===== config.mk =====
export PLATFORM = sky130hd
export DESIGN_NAME = multibyte_add_seq_flat
export DESIGN_NICKNAME = d
export VERILOG_FILES = /design/src/rtl/multibyte_add_pkg.sv /design/src/rtl/multibyte_add_seq_if.sv /design/src/rtl/carry_bypass_adder8.sv /design/src/rtl/multibyte_add_seq.sv /design/src/flat_wrapper.sv
export SDC_FILE = /design/constraint.sdc
export NUM_CORES = 1
export LEC_CHECK = 0
export CAP_MARGIN = 10
export CORE_UTILIZATION = 55
export DETAILED_ROUTE_END_ITERATION = 10
export GPL_TIMING_DRIVEN = 0
export PLACE_DENSITY = 0.87
export SLEW_MARGIN = 20
export SYNTH_ARGS = -nofsm -noshare
export SYNTH_HDL_FRONTEND = slang
export SYNTH_SLANG_ARGS = --single-unit

===== constraint.sdc =====
create_clock -name clk -period 7.05 [get_ports clk]
set_input_delay 1.41 -clock clk [delete_from_list [all_inputs] [get_ports clk]]
set_output_delay 1.41 -clock clk [all_outputs]
set_load 0.05 [all_outputs]

===== src/rtl/multibyte_add_pkg.sv =====
// Shared types and constants for the byte-serial multi-byte adder.
// Holds the FSM state encoding and the byte slice width.
package multibyte_add_pkg;

   localparam int BYTE_W = 8;

   typedef enum logic [1:0] {
      ST_IDLE = 2'd0,
      ST_RUN  = 2'd1,
      ST_DONE = 2'd2
   } state_t;

endpackage


===== src/rtl/multibyte_add_seq_if.sv =====
// Operand/result handshake bundle for multibyte_add_seq.
// The master drives operands and out_ready; the slave (the adder) drives the result side.
interface multibyte_add_seq_if
   import multibyte_add_pkg::*;
#(
   parameter int NBYTES = 4
) ();

   logic                     in_valid;
   logic                     in_ready;
   logic [BYTE_W*NBYTES-1:0] op_a;
   logic [BYTE_W*NBYTES-1:0] op_b;
   logic                     cin;
   logic                     out_valid;
   logic                     out_ready;
   logic [BYTE_W*NBYTES-1:0] result;
   logic                     cout;

   modport master (
      output in_valid, op_a, op_b, cin, out_ready,
      input  in_ready, out_valid, result, cout
   );

   modport slave (
      input  in_valid, op_a, op_b, cin, out_ready,
      output in_ready, out_valid, result, cout
   );

endinterface


===== src/rtl/carry_bypass_adder8.sv =====
// 8-bit adder built from two 4-bit ripple blocks, each with a propagate bypass on its carry.
// Purely combinational; no handshake.
module carry_bypass_adder8
   import multibyte_add_pkg::*;
(
   input  logic [BYTE_W-1:0] a,
   input  logic [BYTE_W-1:0] b,
   input  logic              cin,
   output logic [BYTE_W-1:0] sum,
   output logic              cout
);

   always_comb begin : chain
      logic c;
      logic blk_cin;
      logic blk_p;
      sum     = '0;
      c       = cin;
      blk_cin = 1'b0;
      blk_p   = 1'b0;
      for (int blk = 0; blk < 2; blk++) begin
         blk_cin = c;
         blk_p   = 1'b1;
         for (int i = 0; i < 4; i++) begin
            sum[blk*4+i] = a[blk*4+i] ^ b[blk*4+i] ^ c;
            c            = (a[blk*4+i] & b[blk*4+i]) | (c & (a[blk*4+i] ^ b[blk*4+i]));
            blk_p        = blk_p & (a[blk*4+i] ^ b[blk*4+i]);
         end
         // When every bit of the block propagates, the block's carry-in skips straight through.
         c = blk_p ? blk_cin : c;
      end
      cout = c;
   end

endmodule


===== src/rtl/multibyte_add_seq.sv =====
// Byte-serial adder: result = op_a + op_b + cin, one byte per cycle, LSB first; out_valid NBYTES cycles after accept.
// Accepts only in IDLE; result/cout hold in DONE until out_ready, and no new accept on the handshake cycle.
module multibyte_add_seq
   import multibyte_add_pkg::*;
#(
   parameter int NBYTES = 4
) (
   input  logic              clk,
   input  logic              rst,
   multibyte_add_seq_if.slave bus
);

   localparam int IDX_W = $clog2(NBYTES);

   state_t                         state;
   state_t                         state_nxt;
   logic [IDX_W-1:0]               idx;
   logic [NBYTES-1:0][BYTE_W-1:0]  opa_q;
   logic [NBYTES-1:0][BYTE_W-1:0]  opb_q;
   logic [NBYTES-1:0][BYTE_W-1:0]  res_q;
   logic                           carry_q;
   logic                           cout_q;
   logic                           accept;
   logic                           last_byte;
   logic [BYTE_W-1:0]              slice_sum;
   logic                           slice_cout;

   assign last_byte = (idx == IDX_W'(NBYTES - 1));

   carry_bypass_adder8 u_slice (
      .a    (opa_q[idx]),
      .b    (opb_q[idx]),
      .cin  (carry_q),
      .sum  (slice_sum),
      .cout (slice_cout)
   );

   always_ff @(posedge clk or posedge rst) begin
      if (rst) begin
         state <= ST_IDLE;
      end else begin
         state <= state_nxt;
      end
   end

   always_comb begin
      state_nxt     = state;
      accept        = 1'b0;
      bus.in_ready  = 1'b0;
      bus.out_valid = 1'b0;
      case (state)
         ST_IDLE: begin
            bus.in_ready = 1'b1;
            if (bus.in_valid) begin
               accept    = 1'b1;
               state_nxt = ST_RUN;
            end
         end
         ST_RUN: begin
            if (last_byte) begin
               state_nxt = ST_DONE;
            end
         end
         ST_DONE: begin
            bus.out_valid = 1'b1;
            if (bus.out_ready) begin
               state_nxt = ST_IDLE;
            end
         end
         default: state_nxt = ST_IDLE;
      endcase
   end

   always_ff @(posedge clk or posedge rst) begin
      if (rst) begin
         idx     <= '0;
         opa_q   <= '0;
         opb_q   <= '0;
         res_q   <= '0;
         carry_q <= 1'b0;
         cout_q  <= 1'b0;
      end else if (accept) begin
         opa_q   <= bus.op_a;
         opb_q   <= bus.op_b;
         carry_q <= bus.cin;
         idx     <= '0;
      end else if (state == ST_RUN) begin
         res_q[idx] <= slice_sum;
         carry_q    <= slice_cout;
         if (last_byte) begin
            cout_q <= slice_cout;
            idx    <= '0;
         end else begin
            idx <= idx + 1'b1;
         end
      end
   end

   assign bus.result = res_q;
   assign bus.cout   = cout_q;

endmodule


===== src/flat_wrapper.sv =====
// flat-port wrapper written by rule: the top's interface ports become plain ports
module multibyte_add_seq_flat import multibyte_add_pkg::*;
#(
   parameter int NBYTES = 4
)
  (clk, rst, bus_in_valid, bus_op_a, bus_op_b, bus_cin, bus_out_ready, bus_in_ready, bus_out_valid, bus_result, bus_cout);
  multibyte_add_seq_if #(.NBYTES(NBYTES)) bus_i ();
  input  logic clk;
  input  logic rst;
  input wire logic [$bits(bus_i.in_valid)-1:0] bus_in_valid;
  input wire logic [$bits(bus_i.op_a)-1:0] bus_op_a;
  input wire logic [$bits(bus_i.op_b)-1:0] bus_op_b;
  input wire logic [$bits(bus_i.cin)-1:0] bus_cin;
  input wire logic [$bits(bus_i.out_ready)-1:0] bus_out_ready;
  output wire logic [$bits(bus_i.in_ready)-1:0] bus_in_ready;
  output wire logic [$bits(bus_i.out_valid)-1:0] bus_out_valid;
  output wire logic [$bits(bus_i.result)-1:0] bus_result;
  output wire logic [$bits(bus_i.cout)-1:0] bus_cout;
  assign bus_i.in_valid = bus_in_valid;
  assign bus_i.op_a = bus_op_a;
  assign bus_i.op_b = bus_op_b;
  assign bus_i.cin = bus_cin;
  assign bus_i.out_ready = bus_out_ready;
  assign bus_in_ready = bus_i.in_ready;
  assign bus_out_valid = bus_i.out_valid;
  assign bus_result = bus_i.result;
  assign bus_cout = bus_i.cout;
  multibyte_add_seq #(.NBYTES(NBYTES)) u_core (.clk(clk), .rst(rst), .bus(bus_i));
endmodule

Word-level counts from Yosys, hierarchy flattened
Index checks and enable logic that the tools add are counted.
- $add $sub $neg: 1
- order comparisons: 2
- eq/ne operators: 6
- muxes and demuxes: 22
- bitwise gates (word level): 47
- reduce and logical (&&, ||, !) cells: 6
- operator list (operator ; count):
    binary-select mux 8 bit (select 2 bit) ; 2
    bitwise mux 32 bit ; 1
    2-to-1 mux 8 bit ; 3
    bitwise AND 1 bit ; 22
    demux 8 bit (select 2 bit) ; 1
    bitwise XOR 1 bit ; 16
    2-to-1 mux 2 bit ; 6
    2-to-1 mux 1 bit ; 8
    OR 1 bit ; 8
    one-hot mux 2 bit (3 select lines) ; 1
    AND reduction 3 bit ; 2
    equality test 2 bit (second input constant) ; 2
    != test 2 bit (second input constant) ; 2
    less-than comparator 2 x 3 -> 1 bit (second input constant) ; 1
    adder 2 x 1 -> 2 bit (second input constant) ; 1
    equality test 2 x 1 -> 1 bit (second input constant) ; 1
    greater-or-equal comparator 2 x 1 -> 1 bit (second input constant) ; 1
    logical NOT 2 bit ; 1
    != test 2 x 1 -> 1 bit (second input constant) ; 1
    AND reduction 2 bit ; 1
    nonzero test 2 bit ; 1
    logical AND 1 bit ; 1
    inverter 1 bit ; 1
- register bits after elaboration: 102
- bits of input ports: 69
- output and inout port bits: 35

Depth between registers and ports, before layout
Gate-level depths: netlist of the first run.
- depth in word-level cells: 23
- gate-level depth with buffers: 15

Modules after synthesis
From an unflattened synthesis of the first run, not the netlist that was laid out.
- cell total of the unflattened synthesis: 289
- area total of the unflattened synthesis: 4849.7 um2
- by module, submodules not included (module ; instances ; cells each ; area each (um2)):
    multibyte_add_seq ; 1 ; 259 ; 4516.8
    carry_bypass_adder8 ; 1 ; 30 ; 332.8

Least setup slack after synthesis of the first run
OpenSTA, ideal clock, no wires.
- path type: register to register
- start point: reg u_core.idx[0]
- end point: reg u_core.res_q, in the netlist u_core.bus.result[15]
- arrival: 4.607 ns
- setup slack: 2.360 ns
- stages on the path, launching flop included: 14
- buffers on the path: 1
- period minus slack after synthesis: 4.690 ns
- cells stage by stage: dfrtp_1 > buf_2 > mux4_2 > fa_1 > fa_1 > fa_1 > fa_1 > mux2_2 > fa_1 > fa_1 > inv_1 > fa_1 > fa_1 > o21ai_0
- cells in the longest elaborated chain, start to end: 20
- elaborated cells between the ends (all ways): 44
- those cells by class: order compare: 2; mux: 8; bitwise: 33; reduce/logical: 1
- ends and longest elaborated chain (element ; RTL line ; source):
    start: declaration ; multibyte_add_seq.sv:17 ; logic [IDX_W-1:0] idx;
    start signal: assignment ; multibyte_add_seq.sv:94 ; idx <= idx + 1'b1;
    binary-select mux 8 bit (select 2 bit), on equally long branches ; multibyte_add_seq.sv:31, multibyte_add_seq.sv:32 ;
    2-to-1 mux 8 bit, on equally long branches ; multibyte_add_seq.sv:31, multibyte_add_seq.sv:32 ;
    bitwise XOR 1 bit ; carry_bypass_adder8.sv:26, carry_bypass_adder8.sv:27 ;
    bitwise AND 1 bit ; carry_bypass_adder8.sv:26 ; c = (a[blk*4+i] & b[blk*4+i]) | (c & (a[blk*4+i] ^ b[blk*4+i]));
    OR 1 bit ; carry_bypass_adder8.sv:26 ;
    bitwise AND 1 bit ; carry_bypass_adder8.sv:26 ;
    OR 1 bit ; carry_bypass_adder8.sv:26 ;
    bitwise AND 1 bit ; carry_bypass_adder8.sv:26 ;
    [... 4 more ...] ; n/a ;
    bitwise AND 1 bit ; carry_bypass_adder8.sv:26 ;
    OR 1 bit ; carry_bypass_adder8.sv:26 ;
    bitwise AND 1 bit ; carry_bypass_adder8.sv:26 ;
    OR 1 bit ; carry_bypass_adder8.sv:26 ;
    bitwise AND 1 bit ; carry_bypass_adder8.sv:26 ;
    OR 1 bit ; carry_bypass_adder8.sv:26 ;
    bitwise XOR 1 bit ; carry_bypass_adder8.sv:25 ; sum[blk*4+i] = a[blk*4+i] ^ b[blk*4+i] ^ c;
    bitwise mux 32 bit (*) ; multibyte_add_seq.sv:88 ; res_q[idx] <= slice_sum;
    end signal: indexed assignment ; multibyte_add_seq.sv:88 ;
    end: declaration ; multibyte_add_seq.sv:20 ; logic [NBYTES-1:0][BYTE_W-1:0] res_q;
Every way passes the cells marked *; elsewhere a longest branch is shown, timed or not. The select of a mux whose other input is x is not followed.
A chain may end at the register's enable or synchronous reset.

Worst setup path in the final report of the first run
- start point: reg u_core.idx[1]
- end point: reg u_core.res_q, in the netlist u_core.bus.result[7]
The elaborated chain is that of the path after synthesis.

==> summary.md, run 1 <==
| Metric | Value |
|---|---|
| Fin crit share | `73.68%` |
| Cells on Worst Hold Path | `2` |
| Via density | `5.505` |
| Finish-stage setup viols | `0` |
| Row count | `33` |
| Outcome | `complete, no violations` |
| Antenna viol nets, final | `0` |
| Rel. slew slack | `63.66%` |
| CP Max Fanout | `10` |
| Clk_lat worst skew | `0.36 ns` |
| H-tree levels | `3` |
| Post-synth EDFFs | `0` |
| Detailed-route wire length | `9.694 mm` |
| Min-Delay Path Class | `reg -> reg` |
| Die area | `9159 um2` |
| Cell area after synthesis | `4830 um2` |
| Drt initial violations | `80` |
| All-Layer GR Usage | `23.43%` |
| Setup Skew | `0.01757 ns` |
| Die Span Y | `95.71 um` |
| Synthesis Warnings | `0` |
| Detailed Routing Iterations Pass 1 | `4` |
| Clock root buffer | `clkbuf_8` |
| F_max | `192.5 MHz` |
| Largest area contributor in the netlist | `dfrtp_1` |
| First-pass GRT wire length | `15.63 mm` |
| Initial antenna violation count | `0` |
| Gp weighted congestion | `0.7908` |
| Max-cap violation count | `0` |
| Initial cell density of the core | `57.91%` |
| Post-CTS Resized | `0` |
| Startpoint Class | `flop` |
| Worst EP arrival | `5.46 ns` |
| Die Width | `95.71 um` |
| DR vias | `2835` |
| Vias in the first global route | `3037` |
| Top cells by area, synth | `dfrtp_1 53%, mux2_4 15%, mux2_2 9.3%` |
| Top-Level Pins | `104` |
| WP data required | `7.32 ns` |
| Mapped Avg Cell Area | `16.65 um2` |
| Synthesized instance count | `290` |
| Postcts setup bufs | `0` |
| Core Box Area | `8341 um2` |
| Max Buffers Root-to-Sink | `2` |
| Synth top area share | `52.85%` |
| Port Buffers | `103` |
| Diodes inserted | `0` |
| Remaining Overflow, GRT | `0` |
| Fin. Hold Viols | `0` |
| Clk sink count | `102` |
| CTS tree | `yes` |
| Post-layout net count | `494` |
| Share of layout cells above drive strength 1 | `34.63%` |
| Asr flop ratio synth | `100.0%` |
| Critical path type | `reg -> reg` |
| WL/cell | `18.82 um` |
| Count leader, synth | `dfrtp_1` |
| Commonest cells post-synth | `102 x dfrtp_1, 49 x mux2_4, 40 x mux2_2` |
| RSZ-0062 raised after global routing | `false` |
| Slew @ Worst Pin | `0.5435 ns` |
| Ys flop type | `dfrtp_1` |
| Dpl hpwl | `7.241 mm` |
| DRC viols | `0` |
| Seq/Total Area, Yosys | `52.85%` |
| CTS clk-pin slew, worst paths | `0.11 ns` |
| Period minus WS final | `5.194 ns` |
| TritonCTS buffer count | `9` |
| Largest net degree at the start of global routing | `79` |
| CP Capture Type | `flop` |
| Netlist cell types | `26` |
| Final Max Slew Viols | `0` |
| R2R cell count | `14` |
| Setup TNS | `0 ns` |
| R2R Setup Slk | `1.86 ns` |
| Hold_buf cts | `0` |
| Layout area overhead | `29.40%` |
| #FFs+latches synth | `102` |
| Synth Net Count | `379` |
==> area by class of cell <==
type                            count  area [um2]
Sequential cell                   102        2552
Clock inverter                      7       101.3
Tap cell                          105       131.4
Clock buffer                        9       123.9
Multi-Input combinational cell    165        2073
Fill cell                         508        2091
Inverter                           10       42.54
Timing Repair Buffer              104        1059
Buffer                             13       166.4
==> path summary, 6_finish.rpt <==
kind | from | end
setup / recovery | u_core.idx[1] | u_core.bus.result[7]
hold / removal | u_core.bus.result[15] | u_core.bus.result[15]
setup reg to reg | u_core.idx[1] | u_core.bus.result[7]
hold reg to reg | u_core.bus.result[15] | u_core.bus.result[15]
max in group asynchronous | rst | u_core.opb_q[7]
min in group asynchronous | rst | u_core.bus.result[12]
==> logic make-up after synthesis <==
logic type      synth area share, %
simple gates                  2.435
compound gates                2.047
buf+inv                       4.223
flops                         52.85
fa+ha+maj                     6.425
mux                           32.02
==> worst max-delay path, cell delays in order (launching register included) <==
cell     delay [ns]
dfrtp_1        0.38
buf_2          0.30
buf_2          0.33
mux4_2         0.40
fa_1           0.43
fa_1           0.39
fa_1           0.42
fa_1           0.38
mux2_2         0.30
fa_1           0.43
fa_1           0.36
inv_1          0.08
fa_1           0.18
fa_1           0.49
o21ai_0        0.23
==> metrics by stage <==
stage | cells | instance area [um2] | hold slack, ns | setup WS (ns) | utilization (%)
CTS | 515 | 6250 | 0.4953 | 1.810 | 74.93
finish | 515 | 6250 | 0.4929 | 1.856 | 74.93
global placement | 498 | 5992 | 0.4627 | 1.631 | 71.84
global route | 515 | 6250 | 0.5264 | 1.603 | 74.93
detailed placement | 499 | 6025 | 0.4713 | 1.858 | 72.23
floorplan | 290 | 4830 | 0.4754 | 2.360 | -
==> placed cells by master (no fill, tap or decap), types with 8 or more instances in the layout <==
master,count
clkdlybuf4s50_1,103
ha_1,12
inv_1,9
dfrtp_1,102
mux2_4,49
o21ai_0,9
mux4_2,16
mux2_2,40
clkbuf_8,9
fa_1,8
nand2_1,10
==> layer usage <==
layer	routed length [um]	GRT usage [%]	share of wire (%)
met1	4191	30.94	43
met2	4986	39.94	51
met3	329	3.318	3.4
met4	187	8.333	1.9
met5	0	0	0
==> sequential cells by signal, summed over array words and instances, names as in the netlist <==
signal / flops
u_core.carry_q: 1
u_core.opb_q: 32
u_core.idx: 2
u_core.bus.result: 32
u_core.opa_q: 32
u_core.state: 2
u_core.bus.cout: 1
Power of run 1 is left out: the tool's default activity adds up to more than one toggle a clock period on the data nets, which glitch-free logic cannot reach.
==> inputs of run 2 (changes only) <==
--- a/config.mk
+++ b/config.mk
@@ -6,10 +6,10 @@
 export NUM_CORES = 1
 export LEC_CHECK = 0
 export CAP_MARGIN = 10
-export CORE_UTILIZATION = 55
+export CORE_UTILIZATION = 51
 export DETAILED_ROUTE_END_ITERATION = 10
 export GPL_TIMING_DRIVEN = 0
-export PLACE_DENSITY = 0.87
+export PLACE_DENSITY = 0.81
 export SLEW_MARGIN = 20
 export SYNTH_ARGS = -nofsm -noshare
 export SYNTH_HDL_FRONTEND = slang
==> constraint.sdc (replaced) <==
create_clock -name clk -period 5.3 [get_ports clk]
set_input_delay 1.06 -clock clk [delete_from_list [all_inputs] [get_ports clk]]
set_output_delay 1.06 -clock clk [all_outputs]
set_load 0.05 [all_outputs]
==> run 2 against run 1 <==
Against the previous run: clock skew decreased by 0.0054 ns; fmax increased by 2.8%; die area increased by 7.7%; final cell count increased by 1.2%; setup slack got worse by 1.6 ns; count of clock-buffer cells in the layout increased by 2; core utilization decreased by 7.1 points; global-route usage decreased by 2.2 points; routed wire length decreased by 1.2%.
==> summary.md, run 2 (synthesis gave the netlist of run 1 again) <==
| Metric | Value |
|---|---|
| Outcome | `complete, no violations` |
| Max-cap violation count | `0` |
| Power per cell area | `766.6 nW/um2` |
| DR vias | `2773` |
| Critical path type | `reg -> reg` |
| Max Buffers Root-to-Sink | `2` |
| Clock root buffer | `clkbuf_8` |
| Layout area overhead | `29.20%` |
| Slowest stage delay, CP | `0.48 ns` |
| Fin crit share | `95.36%` |
| R2R Setup Slk | `0.25 ns` |
| CP Capture Type | `flop` |
| Critical Path Most Common Cell | `fa_1` |
| Setup Skew | `0.01218 ns` |
| Via density | `5.322` |
| Postcts setup bufs | `0` |
| Gate power share | `60.0%` |
| Worst IR drop on VDD | `392.8 uV` |
| CTS tree | `yes` |
| Port Buffers | `103` |
| Cell Count, Final, Fillers Out | `521` |
| FF+latch area | `2552 um2` |
| Top-Level Pins | `104` |
| Most common cell after layout, fill and taps aside | `clkdlybuf4s50_1` |
| Die Span Y | `99.32 um` |
| Fin. Hold Viols | `0` |
| Post-layout net count | `494` |
| H-tree levels | `3` |
| Sw Pwr | `1.968 mW` |
| Detailed-route wire length | `9.579 mm` |
| Setup TNS | `0 ns` |
| Placed cells | `505` |
| Commonest cells after routing, fill and taps aside | `103 x clkdlybuf4s50_1, 102 x dfrtp_1, 49 x mux2_4, 40 x mux2_2, 16 x mux4_2` |
| Clk pwr share | `10.4%` |
| Rel. slew slack | `63.60%` |
| Largest net degree at the start of global routing | `72` |
| Final Max Slew Viols | `0` |
| Antenna viol nets, final | `0` |
| Multi-input gate area | `2073 um2` |
| Gp weighted congestion | `0.7874` |
| Slowest-stage cell, CP | `fa_1` |
| Switching share of total power | `41.15%` |
| Share of layout cells above drive strength 1 | `34.39%` |
| Remaining Overflow, GRT | `0` |
| First-pass GRT wire length | `15.75 mm` |
| Slew @ Worst Pin | `0.5443 ns` |
| Worst hold slack | `0.4907 ns` |
| Die Width | `99.32 um` |
| DRC viols | `0` |
| Detailed Routing Iterations Pass 1 | `4` |
| Filler cell count in the final layout | `689` |
| Initial antenna violation count | `0` |
| Cell area after layout | `6240 um2` |
| TritonCTS buffer count | `9` |
| Initial cell density of the core | `52.52%` |
| Vias in the first global route | `3037` |
| Startpoint Class | `flop` |
| Period minus WS final | `5.054 ns` |
| F_max | `197.9 MHz` |
| Hold_buf cts | `0` |
| RSZ-0062 raised after global routing | `false` |
| Diodes inserted | `0` |
| P_leak | `2.716 nW` |
| Post-DP Area | `6032 um2` |
| CP Max Fanout | `10` |
| Die area | `9863 um2` |
| Post-CTS Resized | `0` |
| Core Box Area | `9196 um2` |
| Clk sink count | `102` |
| WL/cell | `18.39 um` |
| Min-Delay Path Class | `reg -> reg` |
| All-Layer GR Usage | `21.24%` |
| Placement Setup Slack | `0.1363 ns` |
| Seq pwr share | `29.6%` |
| Cell internal pwr | `2.815 mW` |
| Clk_lat worst skew | `0.36 ns` |
| Post-route setup slack | `0.2459 ns` |
| Cell Chain, Critical Path | `clkbuf_4 -> clkbuf_4 -> mux4_2 -> fa_1 -> fa_1 -> fa_1 -> fa_1 -> mux2_2 -> fa_1 -> fa_1 -> inv_1 -> fa_1 -> fa_1 -> o21ai_0` |
| Drt initial violations | `112` |
| CTS clk-pin slew, worst paths | `0.09 ns` |
| Worst EP arrival | `5.33 ns` |
| Row count | `35` |
| WP data required | `5.58 ns` |
| Finish-stage setup viols | `0` |
| Dpl hpwl | `7.129 mm` |
-- run 2: cell count changes in the layout (fill, tap and decap cells not counted) --
cell       previous run  this run
clkbuf_8              9        10
buf_2                 4         1
clkinv_4              0         1
clkbuf_1              0         1
bufinv_16             2         1
clkinv_2              0         1
clkbuf_4              0         3
inv_6                 4         1
-- run 2: final timing paths --
path / start / end / cells after the start
hold reg to reg: u_core.bus.result[6] / u_core.bus.result[6] / 2
setup reg to reg: u_core.idx[1] / u_core.bus.result[31] / 14
hold / removal: u_core.bus.result[6] / u_core.bus.result[6] / 2
setup / recovery: u_core.idx[1] / u_core.bus.result[31] / 14
min in group asynchronous: rst / u_core.bus.result[17] / 2
max in group asynchronous: rst / u_core.opb_q[7] / 3
-- run 2: final cells by class --
type | count | share of cell area (%)
Tap cell | 111 | 2.226
Buffer | 13 | 2.787
Sequential cell | 102 | 40.91
Timing Repair Buffer | 104 | 16.96
Multi-Input combinational cell | 165 | 33.23
Clock buffer | 11 | 2.266
Clock inverter | 5 | 0.9425
Inverter | 10 | 0.6818
-- run 2: metal layers --
metal	up-vias	global-route usage (%)	wire, um
li1	1262	-	-
met1	1419	28.02	4259
met2	80	35.95	4794
met3	12	3.373	373
met4	0	7.579	152
met5	-	0	0
-- run 2: critical path: cells and delay by family, from the launching register on --
kind            cells  cell delay, ns
compound gates      1            0.20
fa+ha+maj           8            3.07
buf+inv             3            0.64
flops               1            0.39
mux                 2            0.67
-- run 2: power groups by stage --
stage / Clock (mW) / Combinational, mW / Sequential (mW)
floorplan: 0 / 1.67 / 1.79
CTS: 0.507 / 2.90 / 1.41
detailed placement: 0 / 2.90 / 1.42
global placement: 0 / 2.81 / 1.41
finish: 0.497 / 2.87 / 1.41
global route: 0.534 / 3.10 / 1.46
-- run 2: per-stage QoR --
stage / util [%] / power [mW]
floorplan: - / 3.469
global placement: 65.24 / 4.217
detailed placement: 65.59 / 4.320
CTS: 67.77 / 4.822
global route: 67.85 / 5.100
finish: 67.85 / 4.784
(Power assumes the default switching activity.)
==> inputs of run 3 (changes only) <==
--- a/config.mk
+++ b/config.mk
@@ -7,6 +7,7 @@
 export LEC_CHECK = 0
 export CAP_MARGIN = 10
 export CORE_UTILIZATION = 51
+export CTS_CLUSTER_SIZE = 10
 export DETAILED_ROUTE_END_ITERATION = 10
 export GPL_TIMING_DRIVEN = 0
 export PLACE_DENSITY = 0.81
==> results of run 3 <==
Same layout as run 2: the final DEF is identical, and so are final timing and power.
